### src/rtl/sd_cmd_controller.sv
// SD card SPI-mode command engine: frames a command with CRC7 into the TX FIFO,
// drains the echo bytes, then polls with 0xFF until an R1 byte or a timeout.
module sd_cmd_controller #(
  parameter int unsigned PACKAGE_WIDTH = 8,
  parameter int unsigned RESP_TIMEOUT  = 8
) (
  input  logic                     clk,
  input  logic                     rst,
  input  logic                     cmd_valid,
  output logic                     cmd_ready,
  input  logic [5:0]               cmd_index,
  input  logic [31:0]              cmd_arg,
  output logic                     resp_valid,
  output logic [7:0]               resp_r1,
  output logic                     resp_timeout,
  output logic                     busy,
  output logic                     tx_fifo_wr_en,
  output logic [PACKAGE_WIDTH-1:0] tx_fifo_wr_data,
  input  logic                     tx_fifo_wr_full,
  output logic                     rx_fifo_rd_en,
  input  logic [PACKAGE_WIDTH-1:0] rx_fifo_rd_data,
  input  logic                     rx_fifo_rd_empty
);

  localparam int unsigned CNT_W       = 3;
  localparam int unsigned POLL_W      = 8;
  localparam logic [CNT_W-1:0] FRAME_LEN = CNT_W'(6);

  typedef enum logic [2:0] {
    IDLE,
    XFER,
    POLL_TX,
    POLL_RX,
    POLL_CHK,
    DONE
  } state_t;

  state_t              state;
  logic [5:0]          idx_q;
  logic [31:0]         arg_q;
  logic [CNT_W-1:0]    wr_cnt;
  logic [CNT_W-1:0]    rd_cnt;
  logic [POLL_W-1:0]   poll_cnt;
  logic [6:0]          crc;
  logic [7:0]          frame_byte;
  logic [7:0]          rx_byte;

  // Bitwise CRC7 (x^7 + x^3 + 1), MSB first, seed 0.
  function automatic logic [6:0] crc7(input logic [39:0] msg);
    logic [6:0] c;
    logic       fb;
    c = 7'h00;
    for (int i = 39; i >= 0; i--) begin
      fb = msg[i] ^ c[6];
      c  = {c[5:0], 1'b0};
      if (fb) c = c ^ 7'h09;
    end
    return c;
  endfunction

  // Frame byte selected by the write counter.
  always_comb begin
    crc        = crc7({2'b01, idx_q, arg_q});
    frame_byte = 8'hFF;
    case (wr_cnt)
      3'd0:    frame_byte = {2'b01, idx_q};
      3'd1:    frame_byte = arg_q[31:24];
      3'd2:    frame_byte = arg_q[23:16];
      3'd3:    frame_byte = arg_q[15:8];
      3'd4:    frame_byte = arg_q[7:0];
      3'd5:    frame_byte = {crc, 1'b1};
      default: frame_byte = 8'hFF;
    endcase
    rx_byte = rx_fifo_rd_data[7:0];
  end

  // Strobes are registered and never issued back-to-back, so the full/empty
  // flag sampled in an idle cycle is still valid when the strobe is driven.
  always_ff @(posedge clk) begin
    if (rst) begin
      state           <= IDLE;
      cmd_ready       <= 1'b0;
      busy            <= 1'b0;
      resp_valid      <= 1'b0;
      resp_r1         <= 8'h00;
      resp_timeout    <= 1'b0;
      tx_fifo_wr_en   <= 1'b0;
      tx_fifo_wr_data <= '0;
      rx_fifo_rd_en   <= 1'b0;
      idx_q           <= 6'd0;
      arg_q           <= 32'd0;
      wr_cnt          <= '0;
      rd_cnt          <= '0;
      poll_cnt        <= '0;
    end else begin
      tx_fifo_wr_en <= 1'b0;
      rx_fifo_rd_en <= 1'b0;
      resp_valid    <= 1'b0;
      case (state)
        IDLE: begin
          cmd_ready <= 1'b1;
          busy      <= 1'b0;
          if (cmd_valid && cmd_ready) begin
            idx_q     <= cmd_index;
            arg_q     <= cmd_arg;
            cmd_ready <= 1'b0;
            busy      <= 1'b1;
            wr_cnt    <= '0;
            rd_cnt    <= '0;
            poll_cnt  <= '0;
            state     <= XFER;
          end
        end
        XFER: begin
          if (wr_cnt != FRAME_LEN && !tx_fifo_wr_full && !tx_fifo_wr_en) begin
            tx_fifo_wr_en   <= 1'b1;
            tx_fifo_wr_data <= PACKAGE_WIDTH'(frame_byte);
            wr_cnt          <= wr_cnt + CNT_W'(1);
          end
          if (rd_cnt != FRAME_LEN && !rx_fifo_rd_empty && !rx_fifo_rd_en) begin
            rx_fifo_rd_en <= 1'b1;
            rd_cnt        <= rd_cnt + CNT_W'(1);
          end
          if (wr_cnt == FRAME_LEN && rd_cnt == FRAME_LEN && !tx_fifo_wr_en && !rx_fifo_rd_en)
            state <= POLL_TX;
        end
        POLL_TX: begin
          if (!tx_fifo_wr_full && !tx_fifo_wr_en) begin
            tx_fifo_wr_en   <= 1'b1;
            tx_fifo_wr_data <= PACKAGE_WIDTH'(8'hFF);
            poll_cnt        <= poll_cnt + POLL_W'(1);
            state           <= POLL_RX;
          end
        end
        POLL_RX: begin
          if (!rx_fifo_rd_empty && !rx_fifo_rd_en) begin
            rx_fifo_rd_en <= 1'b1;
            state         <= POLL_CHK;
          end
        end
        POLL_CHK: begin
          // First cycle is the read strobe itself; data is valid the cycle after.
          if (!rx_fifo_rd_en) begin
            if (!rx_byte[7]) begin
              resp_r1      <= rx_byte;
              resp_timeout <= 1'b0;
              resp_valid   <= 1'b1;
              state        <= DONE;
            end else if (poll_cnt >= POLL_W'(RESP_TIMEOUT)) begin
              resp_r1      <= 8'hFF;
              resp_timeout <= 1'b1;
              resp_valid   <= 1'b1;
              state        <= DONE;
            end else begin
              state <= POLL_TX;
            end
          end
        end
        DONE: begin
          busy      <= 1'b0;
          cmd_ready <= 1'b1;
          state     <= IDLE;
        end
        default: state <= IDLE;
      endcase
    end
  end

endmodule

### config.mk
export PLATFORM = sky130hd
export DESIGN_NAME = sd_cmd_controller
export DESIGN_NICKNAME = d
export VERILOG_FILES = /design/src/rtl/sd_cmd_controller.sv
export SDC_FILE = /design/constraint.sdc
export NUM_CORES = 1
export LEC_CHECK = 0
export CAP_MARGIN = 20
export CORE_MARGIN = 2
export CORE_UTILIZATION = 45
export DETAILED_ROUTE_END_ITERATION = 8
export PLACE_DENSITY = 0.7
export SYNTH_ARGS = -nofsm -noshare
export SYNTH_HDL_FRONTEND = slang
export SYNTH_SLANG_ARGS = --single-unit
### constraint.sdc
create_clock -name clk -period 4.5 [get_ports clk]
set_clock_uncertainty 0.05 [all_clocks]
set_input_delay 0.675 -clock clk [delete_from_list [all_inputs] [get_ports clk]]
set_output_delay 0.675 -clock clk [all_outputs]
set_load 0.005 [all_outputs]
==> results.txt, run 1 <==
Ys async rst share: 0%
PwrDens: 399 mW/mm^2
Finished Cell Area: 0.00506 sq mm
Peak supply drop: 0.247 mV
Clock sink count: 76
Number of flops mapped to enable cells by yosys: 0
Post-CTS sizing: 0
# H-tree levels: 3
Input/output buffers: 72
Post-Synth XOR/XNOR Area: 22.7%
Antenna Violating Nets Remaining: 0
Wire length on met1: 4270 um
Die W: 99.6 um
Adder-Cell Fraction of Synth Area: 2.74%
CTS clk-pin slew, worst paths: 0.08 ns
Cell Area, Placed: 0.00484 sq mm
Mapped Area: 0.00411 sq mm
Req. time, crit path: 4.69 ns
DRT Pass-1 Iters: 7
Unique masters post-synth: 46
Slew headroom: 38.3%
Layout Nets: 583
Synth Area in Compound Gates: 14.5%
Status: finished clean
Sequential area share after synthesis: 37.0%
Final setup fails: 0
Post-CTS Setup Inserts: 0
Placed cell count: 620
Wirelength per Cell: 15.8 um
RSZ-0062 raised after global routing: no
Top cells by area, synth: dfxtp_1, nand2_1, xnor2_1
Post-synthesis sequential element count: 76
GRT Residual Overflow: 0
CTS tree: yes
Cell Chain, Critical Path: inv_1 -> ha_1 -> and2_1 -> nor4_1 -> a21oi_1 -> nor3_1 -> nor2_1 -> a2111oi_2
HP Class: reg2reg
DRC: 0
Metal2 WL: 5120 um
Slew @ Worst Pin: 0.919 ns
Vias in the first global route: 3395
Antenna violations before repair: 0
Max Buffers Root-to-Sink: 2
Max-Cap Viols: 0
Layout cells sized above 1: 6.07%
Synth Net Count: 527
Pre-CTS setup slack: 1.61 ns
Synth Warn #: 0
Hold_buf cts: 0
Mux contribution to synthesized area: 0.487%
Clock Latency Late Sink: 0.35 ns
DR WL met3: 547 um
Via density: 5.31
Total Power: 0.00202 W
CP delay by family, top: simple AND/OR/NAND/NOR gates
Vias: 3373
Share of the synthesized area in the top cell type: 37.0%
Die Span Y: 99.6 um
Minimum clock period: 2.76 ns
CP Capture Type: flop
Main synth FF type: dfxtp_1
Fin. max-slew vios: 0
Ant diodes: 0
Worst Path Class, Setup: reg2reg
Final Hold Viols: 0
Highest Signal Layer: met4
Slowest cell on crit path: nor3_1
Starting Density: 46.7%
Post-Route WL: 10000 um
Core Region: 0.00881 sq mm
Yosys top cell by area: dfxtp_1
Avg Synthesized Cell Area: 8.81 sq um
Area grow syn2layout: 23.0%
Worst EP arrival: 2.95 ns
Worst path max stage delay: 0.73 ns
CP startpoint kind: flop
Placer's final routability congestion estimate: 0.919
Clock tree root driver cell: clkbuf_8
Max Clk Rate: 0.363 GHz
Layout Cells excl Fill: 635
Largest family of logic cells by synthesized area: XOR/XNOR gates
Largest net degree at the start of global routing: 43
Clock buffer count from CTS: 9
Post-DP HPWL: 7550 um
Ports: 73
Total die area: 0.00992 sq mm
WP buf/inv: 1
Setup WS post-layout: 1.74 ns
Gr usage total: 21.0%
Core Rows: 34
1st-iter DRT viols: 161
Worst-path fanout max: 8
Simple-gate share of the synthesized area: 18.3%
Setup total negative slack: 0 ns
P_leak: 1.87 nW
Final Cycle Share: 61.3%
First-pass GRT wire length: 16500 um
Post-Synthesis Cells: 467
## sequential cells by signal (all words and copies together), names as in the netlist
| name | cells |
|---|---|
| arg_q | 32 |
| poll_cnt | 8 |
| resp_r1 | 8 |
| tx_fifo_wr_data | 8 |
| idx_q | 6 |
| rd_cnt | 3 |
| state | 3 |
| wr_cnt | 3 |
| busy | 1 |
| cmd_ready | 1 |
| resp_valid | 1 |
| rx_fifo_rd_en | 1 |
| tx_fifo_wr_en | 1 |
## layer usage
metal	GRT usage (%)	vias up
li1	-	1697
met1	26.7	1567
met2	36.9	98
met3	4.57	11
met4	4.21	0
met5	0	-
## cells in the final DEF, fill, tap and decap left out, drive strengths merged, types with 2 or more instances in the layout
cell type / instances
a211oi: 16
a21oi: 45
a221oi: 2
a222oi: 5
a22oi: 7
and2: 3
buf: 4
bufinv: 2
clkbuf: 9
clkdlybuf4s50: 71
clkinv: 3
dfxtp: 76
ha: 9
inv: 8
mux2i: 2
nand2: 85
nand2b: 2
nand3: 4
nand4: 6
nor2: 48
nor2b: 3
nor3: 13
nor4: 3
o21a: 2
o21ai: 12
or3: 3
xnor2: 36
xnor3: 17
xor2: 18
## final timing paths
check | slack (ns) | end | startpoint | cells past startpoint
setup / recovery | 1.74 | tx_fifo_wr_data[7] | wr_cnt[0] | 8
hold reg to reg | 0.43 | arg_q[28] | arg_q[28] | 2
setup reg to reg | 1.74 | tx_fifo_wr_data[7] | wr_cnt[0] | 8
hold / removal | 0.43 | arg_q[28] | arg_q[28] | 2
## cells by family after synthesis
family,Yosys count
buffers and inverters,38
AOI/OAI and AO/OA,95
adders and majority gates,9
DFF,76
and+or+nand+nor,175
xor gates and xnor gates,72
muxes,2
## synthesized netlist by cell type, types with 5 or more instances
| cell | instances |
|---|---|
| dfxtp_1 | 76 |
| a21oi_1 | 45 |
| a211oi_1 | 16 |
| xor2_1 | 18 |
| nor2_1 | 48 |
| nor3_1 | 13 |
| nand2_1 | 85 |
| ha_1 | 9 |
| inv_1 | 8 |
| clkbuf_1 | 21 |
| nand4_1 | 6 |
| a22oi_1 | 7 |
| o21ai_0 | 12 |
| xnor3_1 | 11 |
| a222oi_1 | 5 |
| xnor2_1 | 32 |
## report_power, final
part           switching [W]  internal, W  total [W]
Combinational       0.000304     0.000416   0.000720
Clock               0.000253     0.000310   0.000563
Sequential         0.0000331     0.000700   0.000733
## worst reg2reg max path, delay by kind of cell (launching register included)
kind | cells | cell delay (ns)
and+or+nand+nor | 4 | 1.47
AOI/OAI and AO/OA | 2 | 0.41
DFF | 1 | 0.36
adders and majority gates | 1 | 0.25
buffers and inverters | 1 | 0.09
## per-stage QoR
| stage | utilization, % | hold slack [ns] |
|---|---|---|
| after global placement | 55.0 | 0.412 |
| after detailed placement | 55.0 | 0.418 |
| after CTS | 57.4 | 0.429 |
| after global routing | 57.4 | 0.466 |
| final | 57.4 | 0.426 |
| after floorplan | - | 0.399 |
## cell type report
type,count,area (sq um)
clock inverter,6,90.1
multi-input combinational,353,2420
sequential,76,1520
clock buffer,9,124
timing repair buffer,75,738
tap,108,135
fill,805,3750
inverter,8,30.0
Note: power is estimated with default switching activity, not from simulation.
==> run 2: changes to the inputs <==
PLACE_DENSITY = 0.73   (was 0.7)
clock period = 2.4 ns   (was 4.5 ns; I/O delays follow)
==> run 2 against run 1 <==
Net effect: the run now ends with setup timing left; power rose by 100%; cell area is 9.1% higher; core utilization up 5.2 points; first-iteration DRC count is 6.2% higher; fmax up 8.4%; sequential power rose by 87%; combinational power grew to 2.6 times the previous value; sequential share of layout area shrank 2.3 points; global-route usage increased by 1.1 points; critical path depth decreased by 1; via count up 7.0%; register-to-register slack worse by 1.9 ns; critical path type unchanged; critical endpoint is now tx_fifo_wr_data[6]; largest cell class unchanged; largest power group is now combinational cells.
==> results.txt, run 2 (synthesis results as in run 1) <==
Cell Chain, Critical Path: xnor3_2 -> xnor3_2 -> xor3_2 -> xor2_1 -> xnor3_1 -> a211oi_2 -> nor3_1
Slew headroom: 62.8% (+24 points)
DRT Pass-1 Iters: 4 (-3)
Clock Latency Late Sink: 0.36 ns (about the same)
Ant diodes: 0 (unchanged)
Starting Density: 46.7% (unchanged)
Total die area: 0.00992 sq mm (unchanged)
Clock sink count: 76 (unchanged)
Clk pwr share: 22.1% (-5.8 points)
HP Class: in2reg
Setup WS post-layout: -0.144 ns (-1.89 ns)
Worst Path Class, Setup: reg2reg
# H-tree levels: 3 (unchanged)
Clock buffer count from CTS: 9 (unchanged)
CTS tree: yes
CP startpoint kind: flop
Cell Area, Placed: 0.00515 sq mm (+6.4%)
Metal2 WL: 5380 um (+5.1%)
RSZ-0062 raised after global routing: yes
DRC: 0 (unchanged)
Fill cells: 736 (-8.6%)
Largest net degree at the start of global routing: 40 (-7.0%)
Top reg by flops: arg_q
Worst path max stage delay: 0.47 ns (-0.26 ns)
Fin. max-slew vios: 0 (unchanged)
Net switching power: 0.00124 W (+110%)
Vias in the first global route: 3581 (+5.5%)
CP Capture Type: flop
Ports: 73 (unchanged)
PwrDens: 748 mW/mm^2 (+87%)
First-pass GRT wire length: 17400 um (+5.8%)
DR WL met3: 447 um (-18%)
Die Span Y: 99.6 um (unchanged)
Total Power: 0.00413 W (+100%)
Largest register FFs: 32 (unchanged)
Max Buffers Root-to-Sink: 2 (unchanged)
Die W: 99.6 um (unchanged)
Wire length on met1: 4660 um (+9.1%)
Core Rows: 34 (unchanged)
Most frequent cells in the layout: nand2_1, clkdlybuf4s50_1, dfxtp_1
Failing checks: setup timing
Minimum clock period: 2.54 ns (-0.213 ns)
Hold_buf cts: 0 (unchanged)
Core Region: 0.00881 sq mm (unchanged)
Layout Nets: 630 (+8.1%)
Final Hold Viols: 0 (unchanged)
Wirelength per Cell: 15.6 um (-1.6%)
Pre-CTS setup slack: -0.111 ns (-1.73 ns)
Setup total negative slack: -0.563 ns (-0.563 ns)
CTS clk-pin slew, worst paths: 0.08 ns (about the same)
WP buf/inv: 0 (-1)
P_leak: 2.14 nW (+15%)
Antenna violations before repair: 0 (unchanged)
Slew @ Worst Pin: 0.559 ns (-0.360 ns)
Antenna Violating Nets Remaining: 0 (unchanged)
Int Pwr: 0.00289 W (+100%)
Status: finished with violations
Placer's final routability congestion estimate: 0.902 (-1.9%)
Req. time, crit path: 2.60 ns (-2.09 ns)
Post-Route WL: 10600 um (+5.9%)
Vias: 3609 (+7.0%)
Final setup fails: 7 (+7)
Crit path top cell by count: xnor3_2
Via density: 5.28 (-0.52%)
Max-Cap Viols: 0 (unchanged)
Peak supply drop: 0.421 mV (+71%)
Slowest cell on crit path: xnor3_2
Combinational share of power: 44.7% (+9.0 points)
GRT Residual Overflow: 0 (unchanged)
Highest Signal Layer: met4
Gr usage total: 22.1% (+1.1 points)
Finished Cell Area: 0.00552 sq mm (+9.1%)
Area grow syn2layout: 34.2%
Worst-path fanout max: 3 (-5)
Worst EP arrival: 2.74 ns (-0.21 ns)
Final Cycle Share: 106% (+45 points)
Sequential Power Share: 33.2% (-3.2 points)
Max Clk Rate: 0.393 GHz (+8.4%)
Post-DP HPWL: 7980 um (+5.6%)
Clock tree root driver cell: clkbuf_8
Commonest non-fill, non-tap cell in the layout: nand2_1
Switching Fraction: 30.0% (+0.74 points)
Layout cells sized above 1: 17.6% (+11 points)
Input/output buffers: 72 (unchanged)
CP delay by family, top: XOR/XNOR gates
1st-iter DRT viols: 171 (+6.2%)
run 2: cell types whose count changed in the layout (fill, tap and decap cells not counted), moves of 3 or more:
cell      previous run  this run
buf_4                3        49
dfxtp_1             76        69
dfxtp_2              0         6
xnor2_1             32        26
xnor2_2              3         7
a211oi_1            16        13
a211oi_2             0         3
clkbuf_8             9        12
xor2_1              18        15
run 2: layout make-up:
class | count | area, sq um | share of cell area (%)
clock inverters | 4 | 22.5 | 0.408
repair buffers | 122 | 1090 | 19.8
flip-flops and latches | 76 | 1530 | 27.8
multi-input cells | 353 | 2540 | 46.0
inverters | 8 | 30.0 | 0.544
clock buffers | 12 | 165 | 2.99
well taps | 108 | 135 | 2.45
run 2: power by group through the flow:
stage	clock network, W	logic (W)	registers, W
6_report	0.000911	0.00184	0.00137
5_1_grt	0.000986	0.00198	0.00138
4_1_cts	0.000926	0.00162	0.00137
3_5_place_dp	0	0.00157	0.00140
3_3_place_gp	0	0.00154	0.00139
2_1_floorplan	0	0.00110	0.00138
run 2: worst paths after layout:
| check | from | end | slack (ns) | depth (start not counted) |
|---|---|---|---|---|
| setup / recovery | idx_q[5] | tx_fifo_wr_data[6] | -0.14 | 7 |
| hold reg to reg | arg_q[13] | arg_q[13] | 0.44 | 2 |
| hold / removal | rst | state[1] | 0.25 | 2 |
| setup reg to reg | idx_q[5] | tx_fifo_wr_data[6] | -0.14 | 7 |
run 2: metrics by stage:
stage               cells  hold WS (ns)  utilization, %
floorplan             467         0.389               -
global placement      660         0.422            58.5
detailed placement    660         0.423            58.5
CTS                   677         0.257            61.0
global route          683         0.252            62.7
finish                683         0.254            62.7
run 2: worst register-to-register path, cell delays in order (launching register included):
cell,delay (ns)
dfxtp_2,0.34
xnor3_2,0.47
xnor3_2,0.29
xor3_2,0.47
xor2_1,0.15
xnor3_1,0.42
a211oi_2,0.18
nor3_1,0.06
run 2: routing by layer:
| layer | track usage [%] | up-vias |
|---|---|---|
| li1 | - | 1797 |
| met1 | 27.5 | 1725 |
| met2 | 38.4 | 75 |
| met3 | 4.92 | 12 |
| met4 | 6.64 | 0 |
| met5 | 0 | - |
run 2: repair_timing:
action / 4_1_cts / 5_1_grt
gates cloned: 0 / 0
resized for setup: 8 / 16
hold endpoints to repair: 0 / 0
setup buffers: 1 / 6
pin swaps: 4 / 19
endpoints found under the setup margin: 7 / 7
==> run 3: changes to the inputs <==
CAP_MARGIN = 30   (was 20)
==> results of run 3 <==
Same layout as run 2: the final DEF is identical, and so are final timing and power.
